===== config.mk =====
export PLATFORM = sky130hd
export DESIGN_NAME = fdtd_var_delay
export DESIGN_NICKNAME = d
export VERILOG_FILES = /design/src/rtl/fdtd_pkg.sv /design/src/rtl/fdtd_delay_ram.sv /design/src/rtl/fdtd_var_delay.sv
export SDC_FILE = /design/constraint.sdc
export NUM_CORES = 1
export LEC_CHECK = 0
export ABC_AREA = 1
export CAP_MARGIN = 10
export CORE_MARGIN = 2
export CORE_UTILIZATION = 43
export CTS_CLUSTER_SIZE = 40
export DETAILED_ROUTE_END_ITERATION = 6
export PLACE_DENSITY = 0.56
export SETUP_SLACK_MARGIN = 0.1
export SLEW_MARGIN = 5
export SYNTH_ARGS = -nofsm -noshare
export SYNTH_HDL_FRONTEND = slang
export SYNTH_SLANG_ARGS = --single-unit
export TNS_END_PERCENT = 30

===== constraint.sdc =====
create_clock -name CLK -period 3.1 [get_ports CLK]
set_input_delay 0.62 -clock CLK [delete_from_list [all_inputs] [get_ports CLK]]
set_output_delay 0.62 -clock CLK [all_outputs]
set_load 0.02 [all_outputs]

===== src/rtl/fdtd_pkg.sv =====
// rtl/fdtd_pkg.sv - shared state type and width helper for the variable delay line
package fdtd_pkg;

  // Line state: idle after reset, refilling after a restart, or delivering samples
  typedef enum logic [1:0] {
    ST_EMPTY = 2'd0,
    ST_FILL  = 2'd1,
    ST_RUN   = 2'd2
  } fdtd_state_e;

  // Width needed to hold a delay value in 1..max_delay inclusive
  function automatic int fdtd_dly_w(input int max_delay);
    return $clog2(max_delay) + 1;
  endfunction

endpackage


===== src/rtl/fdtd_delay_ram.sv =====
// rtl/fdtd_delay_ram.sv - circular sample store, synchronous write, asynchronous read
module fdtd_delay_ram #(
  parameter int DEPTH = 16,
  parameter int WIDTH = 32,
  localparam int AW = $clog2(DEPTH)
) (
  input  logic             CLK,
  input  logic             we,
  input  logic [AW-1:0]    waddr,
  input  logic [WIDTH-1:0] wdata,
  input  logic [AW-1:0]    raddr,
  output logic [WIDTH-1:0] rdata
);

  logic [WIDTH-1:0] mem [DEPTH];

  // Data storage is deliberately not reset; validity lives in the parent's flop vector
  always_ff @(posedge CLK) begin
    if (we) begin
      mem[waddr] <= wdata;
    end
  end

  assign rdata = mem[raddr];

endmodule


===== src/rtl/fdtd_var_delay.sv =====
// rtl/fdtd_var_delay.sv - variable-length sample delay line with load/flush restart
module fdtd_var_delay
  import fdtd_pkg::*;
#(
  parameter int FDTD_DATA_WIDTH = 32,
  parameter int MAX_DELAY = 16,
  localparam int DLY_W = fdtd_dly_w(MAX_DELAY)
) (
  input  logic                       CLK,
  input  logic                       RST_N,
  input  logic [DLY_W-1:0]           dly_i,
  input  logic                       dly_ld_i,
  input  logic                       flush_i,
  input  logic                       valid_i,
  input  logic [FDTD_DATA_WIDTH-1:0] data_i,
  output logic                       valid_o,
  output logic [FDTD_DATA_WIDTH-1:0] data_o,
  output logic                       fill_o
);

  localparam int AW = $clog2(MAX_DELAY);

  fdtd_state_e                state_q;
  fdtd_state_e                state_nxt;
  logic [AW-1:0]              wptr_q;
  logic [AW-1:0]              rd_idx;
  logic [DLY_W-1:0]           dly_q;
  logic [DLY_W-1:0]           dly_clamped;
  logic [DLY_W-1:0]           fill_cnt_q;
  logic [DLY_W-1:0]           fill_cnt_nxt;
  logic [MAX_DELAY-1:0]       vld_q;
  logic [FDTD_DATA_WIDTH-1:0] rd_data;
  logic                       restart;
  logic                       bypass;
  logic                       vld_rd;

  // A load and a flush restart the line identically; a load additionally changes D
  assign restart = dly_ld_i | flush_i;

  // With D=1 the output register takes the input directly, since the entry being
  // written this cycle is not yet visible on the asynchronous read port
  assign bypass = (dly_q == DLY_W'(1));

  // Output is registered, so the entry read now appears next cycle: look back D-1 slots
  assign rd_idx = AW'({1'b0, wptr_q} - dly_q + DLY_W'(1));
  assign vld_rd = bypass ? valid_i : vld_q[rd_idx];

  assign fill_o = (state_q == ST_FILL);

  fdtd_delay_ram #(
    .DEPTH (MAX_DELAY),
    .WIDTH (FDTD_DATA_WIDTH)
  ) u_ram (
    .CLK   (CLK),
    .we    (1'b1),
    .waddr (wptr_q),
    .wdata (data_i),
    .raddr (rd_idx),
    .rdata (rd_data)
  );

  // Keep a requested delay inside the legal 1..MAX_DELAY range
  always_comb begin
    dly_clamped = dly_i;
    if (dly_i == '0) begin
      dly_clamped = DLY_W'(1);
    end else if (dly_i > DLY_W'(MAX_DELAY)) begin
      dly_clamped = DLY_W'(MAX_DELAY);
    end
  end

  // Next-state logic: restart always wins, otherwise count D fill cycles then run
  always_comb begin
    state_nxt    = state_q;
    fill_cnt_nxt = fill_cnt_q;
    if (restart) begin
      state_nxt    = ST_FILL;
      fill_cnt_nxt = '0;
    end else begin
      case (state_q)
        ST_EMPTY: begin
          state_nxt    = ST_FILL;
          fill_cnt_nxt = '0;
        end
        ST_FILL: begin
          if (fill_cnt_q == dly_q - DLY_W'(1)) begin
            state_nxt = ST_RUN;
          end else begin
            fill_cnt_nxt = fill_cnt_q + DLY_W'(1);
          end
        end
        ST_RUN: begin
          state_nxt = ST_RUN;
        end
        default: begin
          state_nxt    = ST_EMPTY;
          fill_cnt_nxt = '0;
        end
      endcase
    end
  end

  // FSM state and fill counter
  always_ff @(posedge CLK or negedge RST_N) begin
    if (!RST_N) begin
      state_q    <= ST_EMPTY;
      fill_cnt_q <= '0;
    end else begin
      state_q    <= state_nxt;
      fill_cnt_q <= fill_cnt_nxt;
    end
  end

  // Write pointer advances every cycle regardless of input validity
  always_ff @(posedge CLK or negedge RST_N) begin
    if (!RST_N) begin
      wptr_q <= '0;
    end else begin
      wptr_q <= wptr_q + AW'(1);
    end
  end

  // Active delay: longest delay out of reset, clamped value on load
  always_ff @(posedge CLK or negedge RST_N) begin
    if (!RST_N) begin
      dly_q <= DLY_W'(MAX_DELAY);
    end else if (dly_ld_i) begin
      dly_q <= dly_clamped;
    end
  end

  // Valid bits: restart wipes history, but the sample of the restart cycle is kept
  always_ff @(posedge CLK or negedge RST_N) begin
    if (!RST_N) begin
      vld_q <= '0;
    end else begin
      if (restart) begin
        vld_q <= '0;
      end
      vld_q[wptr_q] <= valid_i;
    end
  end

  // Registered outputs; valid only once the line is running
  always_ff @(posedge CLK or negedge RST_N) begin
    if (!RST_N) begin
      valid_o <= 1'b0;
      data_o  <= '0;
    end else begin
      valid_o <= (state_nxt == ST_RUN) & vld_rd;
      data_o  <= bypass ? data_i : rd_data;
    end
  end

endmodule

# --- Word level (Yosys, flattened, before mapping) ---
# Memory sizes are Yosys's and may differ from the RTL's.
# Index checks and enable logic that the tools add are counted.
classes:
  reduce_logical: 4
  eq_ne: 7
  n_addsub: 5
  multipliers: 0
  bitwise_logic: 2
  order_cmp: 4
  n_div: 0
  shift: 0
  mux: 16
ops:
  columns: ["op", "n"]
  rows:
  - ["2-to-1 mux 32 bit", 1]
  - ["2-to-1 mux 5 bit", 4]
  - ["bitwise mux 16 bit", 1]
  - ["2-to-1 mux 16 bit", 1]
  - ["less-than comparator 4 x 5 -> 1 bit (second input constant)", 2]
  - ["one-hot mux 5 bit (2 select lines)", 1]
  - ["adder 4 x 1 -> 4 bit (second input constant)", 2]
  - ["one-hot mux 2 bit (3 select lines)", 1]
  - ["adder 5 x 1 -> 5 bit (second input constant)", 1]
  - ["equality test 5 x 1 -> 1 bit (second input constant)", 1]
  - ["equality test 5 bit", 1]
  - ["> comparator 5 bit (second input constant)", 1]
  - ["logical NOT 5 bit", 1]
  - ["subtractor 5 x 1 -> 5 bit (second input constant)", 1]
  - ["binary-select mux 1 bit (select 4 bit)", 1]
  - ["demux 1 bit (select 4 bit)", 1]
  - ["equality test 2 bit (second input constant)", 2]
  - ["greater-or-equal comparator 4 x 1 -> 1 bit (second input constant)", 1]
  - ["2-to-1 mux 2 bit", 2]
  - ["subtractor 4 bit", 1]
  - ["2-to-1 mux 1 bit", 3]
  - ["!= test 3 bit (second input constant)", 1]
  - ["equality test 2 x 1 -> 1 bit (second input constant)", 1]
  - ["logical NOT 2 bit", 1]
  - ["other kinds (5)", 5]
word_totals:
  romBits: 0
  latchBits: 0
  word_cells: 46
  memories: 1
  regBits: 65
  ram_bits: 512
mem_list:
  columns: ["memory", "depth", "word_bits", "rd", "rd_clocked_by_memory_dff", "write_ports", "line", "text"]
  rows:
  - ["u_ram.mem", 16, 32, 1, 0, 1, "fdtd_delay_ram.sv:15", "logic [WIDTH-1:0] mem [DEPTH];"]

# --- Depth between registers and ports, before layout ---
logic_depth:
  depth_word: 7
  ltp_mapped: 16
  depth_no_buf: 16

# --- By module ---
# From an unflattened synthesis, not the netlist that was laid out.
unflattened:
  cells_unflattened: 2482
  hier_area_um2: 25279.2
by_module_without_submodules:
  columns: ["mod", "cells_per_inst", "area_per_inst_um2", "n_inst", "seq_area_each_um2"]
  rows:
  - ["fdtd_delay_ram", 2088, 22089.9, 1, 15374.7]
  - ["fdtd_var_delay", 394, 3189.3, 1, 1627.8]

# --- Worst setup path after synthesis ---
# OpenSTA, ideal clock, no wires.
synth_timing:
  kind: "register to register"
  start: "register wptr_q[0]"
  end: "register vld_q[14]"
  path_buffers: 0
  period_less_slack_ps: 2562
  stages_incl_launch_ff: 6
  arrival_ps: 2356
  slack_ps: 538
  required_time_ps: 2894
  path_cell_list: "dfrtp_1 inv_1 ha_1 inv_1 nor2_1 o21ai_0"
synth_via:
  elab_chain_cells: 5
  elab_cells_between_ends: 6
synth_lines:
  columns: ["item", "line", "text"]
  rows:
  - ["start: declaration", "fdtd_var_delay.sv:25", "logic [AW-1:0] wptr_q;"]
  - ["start signal: assignment", "fdtd_var_delay.sv:119", "wptr_q <= wptr_q + AW'(1);"]
  - ["less-than comparator 4 x 5 -> 1 bit (implied by the code) / greater-or-equal comparator 4 x 1 -> 1 bit (equally long branches)", "fdtd_var_delay.sv:140", "vld_q[wptr_q] <= valid_i;"]
  - ["logical AND 1 bit (implied by the code)", "fdtd_var_delay.sv:140", null]
  - ["2-to-1 mux 1 bit (implied by the code)", "fdtd_var_delay.sv:140", null]
  - ["demux 1 bit (select 4 bit) (*)", "fdtd_var_delay.sv:140", null]
  - ["bitwise mux 16 bit (*)", "fdtd_var_delay.sv:140", null]
  - ["end signal: indexed assignment", "fdtd_var_delay.sv:140", null]
  - ["end: declaration", "fdtd_var_delay.sv:31", "logic [MAX_DELAY-1:0] vld_q;"]
# Mark *: on every way between the ends. The rest lies on a longest branch, timed or not.
# A chain may end at the register's enable or synchronous reset.

# --- Worst setup path after layout ---
layout_timing:
  start: "register wptr_q[1]"
  end: "register data_o[11]"
layout_via:
  elab_chain_cells: 4
layout_lines:
  columns: ["item", "line", "text"]
  rows:
  - ["subtractor 4 bit", "fdtd_var_delay.sv:45", "assign rd_idx = AW'({1'b0, wptr_q} - dly_q + DLY_W'(1));"]
  - ["adder 4 x 1 -> 4 bit", "fdtd_var_delay.sv:45", null]
  - ["memory (16 x 32 bit)", null, null]
  - ["2-to-1 mux 32 bit", "fdtd_var_delay.sv:151", "data_o <= bypass ? data_i : rd_data;"]
  - ["end signal: assignment", "fdtd_var_delay.sv:151", null]
  - ["end: declaration", "fdtd_var_delay.sv:17", "output logic [FDTD_DATA_WIDTH-1:0] data_o,"]
# Every way passes these cells.

==> impl_metrics.env <==
export IMPL_status="finished clean"
export IMPL_grt_antenna_before_repair=0
export IMPL_dp_final_hpwl_um=31980
export IMPL_postSynthNetCount=2086
export IMPL_initial_core_util_pct=43.59
export IMPL_syn_to_final_growth_pct=15.74
export IMPL_nets=2159
export IMPL_hold_viol=0
export IMPL_maxSlewViolCount=0
export IMPL_start_kind="register"
export IMPL_cts_sinks=577
export IMPL_wl_per_cell_um=21.56
export IMPL_drtPass1Iterations=5
export IMPL_maxCapViolCount=0
export IMPL_setup_violations=0
export IMPL_cellPowerDensity_nw_per_um2=662.6
export IMPL_finalClockSkew_ns=0.02814
export IMPL_irDropWorstVdd_mv=0.4173
export IMPL_syn_avg_cell_area_sq_um=11.57
export IMPL_p_leak_uw=0.01006
export IMPL_required_ns=3.64
export IMPL_cts_tree="done"
export IMPL_cts_repair_resized=0
export IMPL_synthDistinctLibCells=31
export IMPL_cp_max_fo=36
export IMPL_final_util_pct=50.45
export IMPL_path_class="reg -> reg"
export IMPL_clockRootBuffer="clkbuf_16"
export IMPL_synth_area_sq_um=23500
export IMPL_htree_levels=2
export IMPL_die_w_um=237.8
export IMPL_rsz0062_at_grt="no"
export IMPL_cts_buffers_inserted=59
export IMPL_arrival_ns=3.37
export IMPL_maxSlewHeadroom_pct=44.60
export IMPL_setup_tns_ns=0
export IMPL_ys_ff_latch=577
export IMPL_gr_total_overflow=0
export IMPL_rows=85
export IMPL_ys_seq_area_share_pct=72.34
export IMPL_drt_initial_drc_count=1340
export IMPL_syn_inst=2032
export IMPL_clk_path_buf_depth=3
export IMPL_antenna_cells=0
export IMPL_grt_usage_pct=22.02
export IMPL_cp_end_kind="register"
export IMPL_hp_class="in -> async"
export IMPL_yosysWarnings=0
export IMPL_routed_wl_um=61450
export IMPL_io_pins=76
export IMPL_io_buffers=75
export IMPL_dieHeight_um=237.8
export IMPL_vias=15590
export IMPL_drtAntennaViolNets=0
export IMPL_clkLatencyLatePin_ns=0.63
export IMPL_die_area_sq_um=56540
export IMPL_layout_min_cycle_time_ns=2.827
export IMPL_period_share_pct=91.21
export IMPL_post_cts_buffers=0
export IMPL_grt_pass1_vias=15090
export IMPL_clk_pin_slew_ns=0.06
export IMPL_grt_max_degree=146
export IMPL_layout_drive_gt1_share_pct=8.403
export IMPL_drc=0
export IMPL_tightest_slew_ns=0.8309
export IMPL_viasPerCell=5.470
export IMPL_core_sq_um=53920
export IMPL_gp_congestion=0.7585
export IMPL_cts_hold_buf=0
export IMPL_grt_pass1_wl_um=93610
export IMPL_clock_fmax_ghz=0.3537
==> sequential cells by signal, indices dropped and copies added, names as in the netlist <==
name	count
u_ram.mem	512
valid_o	1
fill_cnt_q	5
vld_q	16
state_q	2
wptr_q	4
dly_q	5
data_o	32
==> layer usage <==
metal / part of all wire (%) / up-vias / GRT usage (%)
met3: 6.0 / 118 / 2.915
met2: 47 / 505 / 35.52
met4: 2.5 / 0 / 6.709
met5: 0 / - / 0
met1: 45 / 7732 / 31.23
li1: - / 7235 / -
==> logic make-up (layout without fill, tap and decap cells) <==
logic type / count (synthesis) / after routing / share of synthesized area, %
flops: 577 / 577 / 72.34
buf+inv: 156 / 278 / 3.221
compound gates: 97 / 97 / 2.263
fa+ha+maj: 12 / 12 / 0.6708
xor+xnor: 5 / 5 / 0.1863
simple gates: 1185 / 1185 / 21.32
==> synth_stat cells <==
cell,n,area (sq um)
a21oi_1,56,280.3
a21oi_2,8,70.07
a31oi_1,1,6.260
buf_1,4,15.01
buf_12,1,20.02
buf_2,70,350.3
buf_4,14,105.1
buf_6,2,22.52
clkbuf_1,26,97.59
dfrtp_1,64,1602
dfstp_2,1,26.28
edfxtp_1,512,15370
fa_1,1,20.02
ha_1,11,137.6
inv_1,35,131.4
inv_2,4,15.01
nand2_1,695,2609
nand2_2,6,37.54
nand3_1,399,1997
nand3_2,1,10.01
nand4_1,7,43.79
nor2_1,73,274.0
nor2_4,2,22.52
nor3_2,1,10.01
o211ai_1,3,22.52
o21a_1,1,7.510
o21ai_0,22,110.1
o21ai_1,2,10.01
o22ai_1,4,25.02
or2_2,1,6.260
xor2_1,5,43.79
==> cell usage in the layout (no fill, tap or decap), types with 21 or more instances in the layout <==
master / Yosys / final
clkdlybuf4s50_1: 0 / 74
clkbuf_16: 0 / 59
edfxtp_1: 512 / 512
buf_4: 14 / 30
o21ai_0: 22 / 22
a21oi_1: 56 / 56
clkbuf_1: 26 / 21
nand3_1: 399 / 399
inv_1: 35 / 32
nor2_1: 73 / 57
dfrtp_1: 64 / 64
buf_12: 1 / 25
nand2_1: 695 / 694
==> worst max-delay path, cell delays in order, from the launching register on <==
cell and delay [ns]:
dfrtp_1 0.39, inv_1 0.10, ha_1 0.28, inv_1 0.05, ha_4 0.15, fa_4 0.85
buf_12 0.27, buf_4 0.27, nand3_1 0.09, nand2_1 0.07, a21oi_1 0.06, a21oi_1 0.16
==> area by class of cell <==
class | count | area (sq um)
clock buffers | 84 | 1610
clock inverters | 26 | 197.7
fillers | 4731 | 26720
inverters | 39 | 156.4
multi-input cells | 1299 | 5898
flip-flops and latches | 577 | 17000
well taps | 696 | 870.8
repair buffers | 129 | 1466
==> report_power, final <==
group	leakage [uW]	internal [uW]	switching (uW)
Clock	0.000887	3780	2940
Combinational	0.00369	919	1670
Sequential	0.00548	8620	98.9
==> path summary, 6_finish.rpt <==
kind | startpoint | cells past startpoint | slack, ns | endpoint
min reg2reg | fill_cnt_q[4]$_DFFE_PN0P_ | 2 | 0.53 | fill_cnt_q[4]$_DFFE_PN0P_
min | RST_N | 1 | 0.007 | valid_o$_DFF_PN0_
max in group asynchronous | RST_N | 2 | 2.29 | data_o[14]$_DFF_PN0_
min in group CLK | fill_cnt_q[4]$_DFFE_PN0P_ | 2 | 0.53 | fill_cnt_q[4]$_DFFE_PN0P_
max | wptr_q[1]$_DFF_PN0_ | 11 | 0.27 | data_o[11]$_DFF_PN0_
max reg2reg | wptr_q[1]$_DFF_PN0_ | 11 | 0.27 | data_o[11]$_DFF_PN0_
==> through the flow <==
step / total power, uW / setup slack [ns] / hold WS [ns] / instance area (sq um) / instances
final: 18020 / 0.2726 / 0.006935 / 27200 / 2850
after global routing: 18710 / 0.1147 / 0.03575 / 27200 / 2850
after CTS: 18190 / 0.2690 / 0.01141 / 27200 / 2850
after detailed placement: 11490 / 0.2691 / 0.5161 / 25390 / 2740
after global placement: 11470 / 0.3298 / 0.5067 / 25390 / 2740
after floorplan: 10400 / 0.5385 / 0.3244 / 23500 / 2032
No activity file was read; power rests on OpenSTA's default activity.
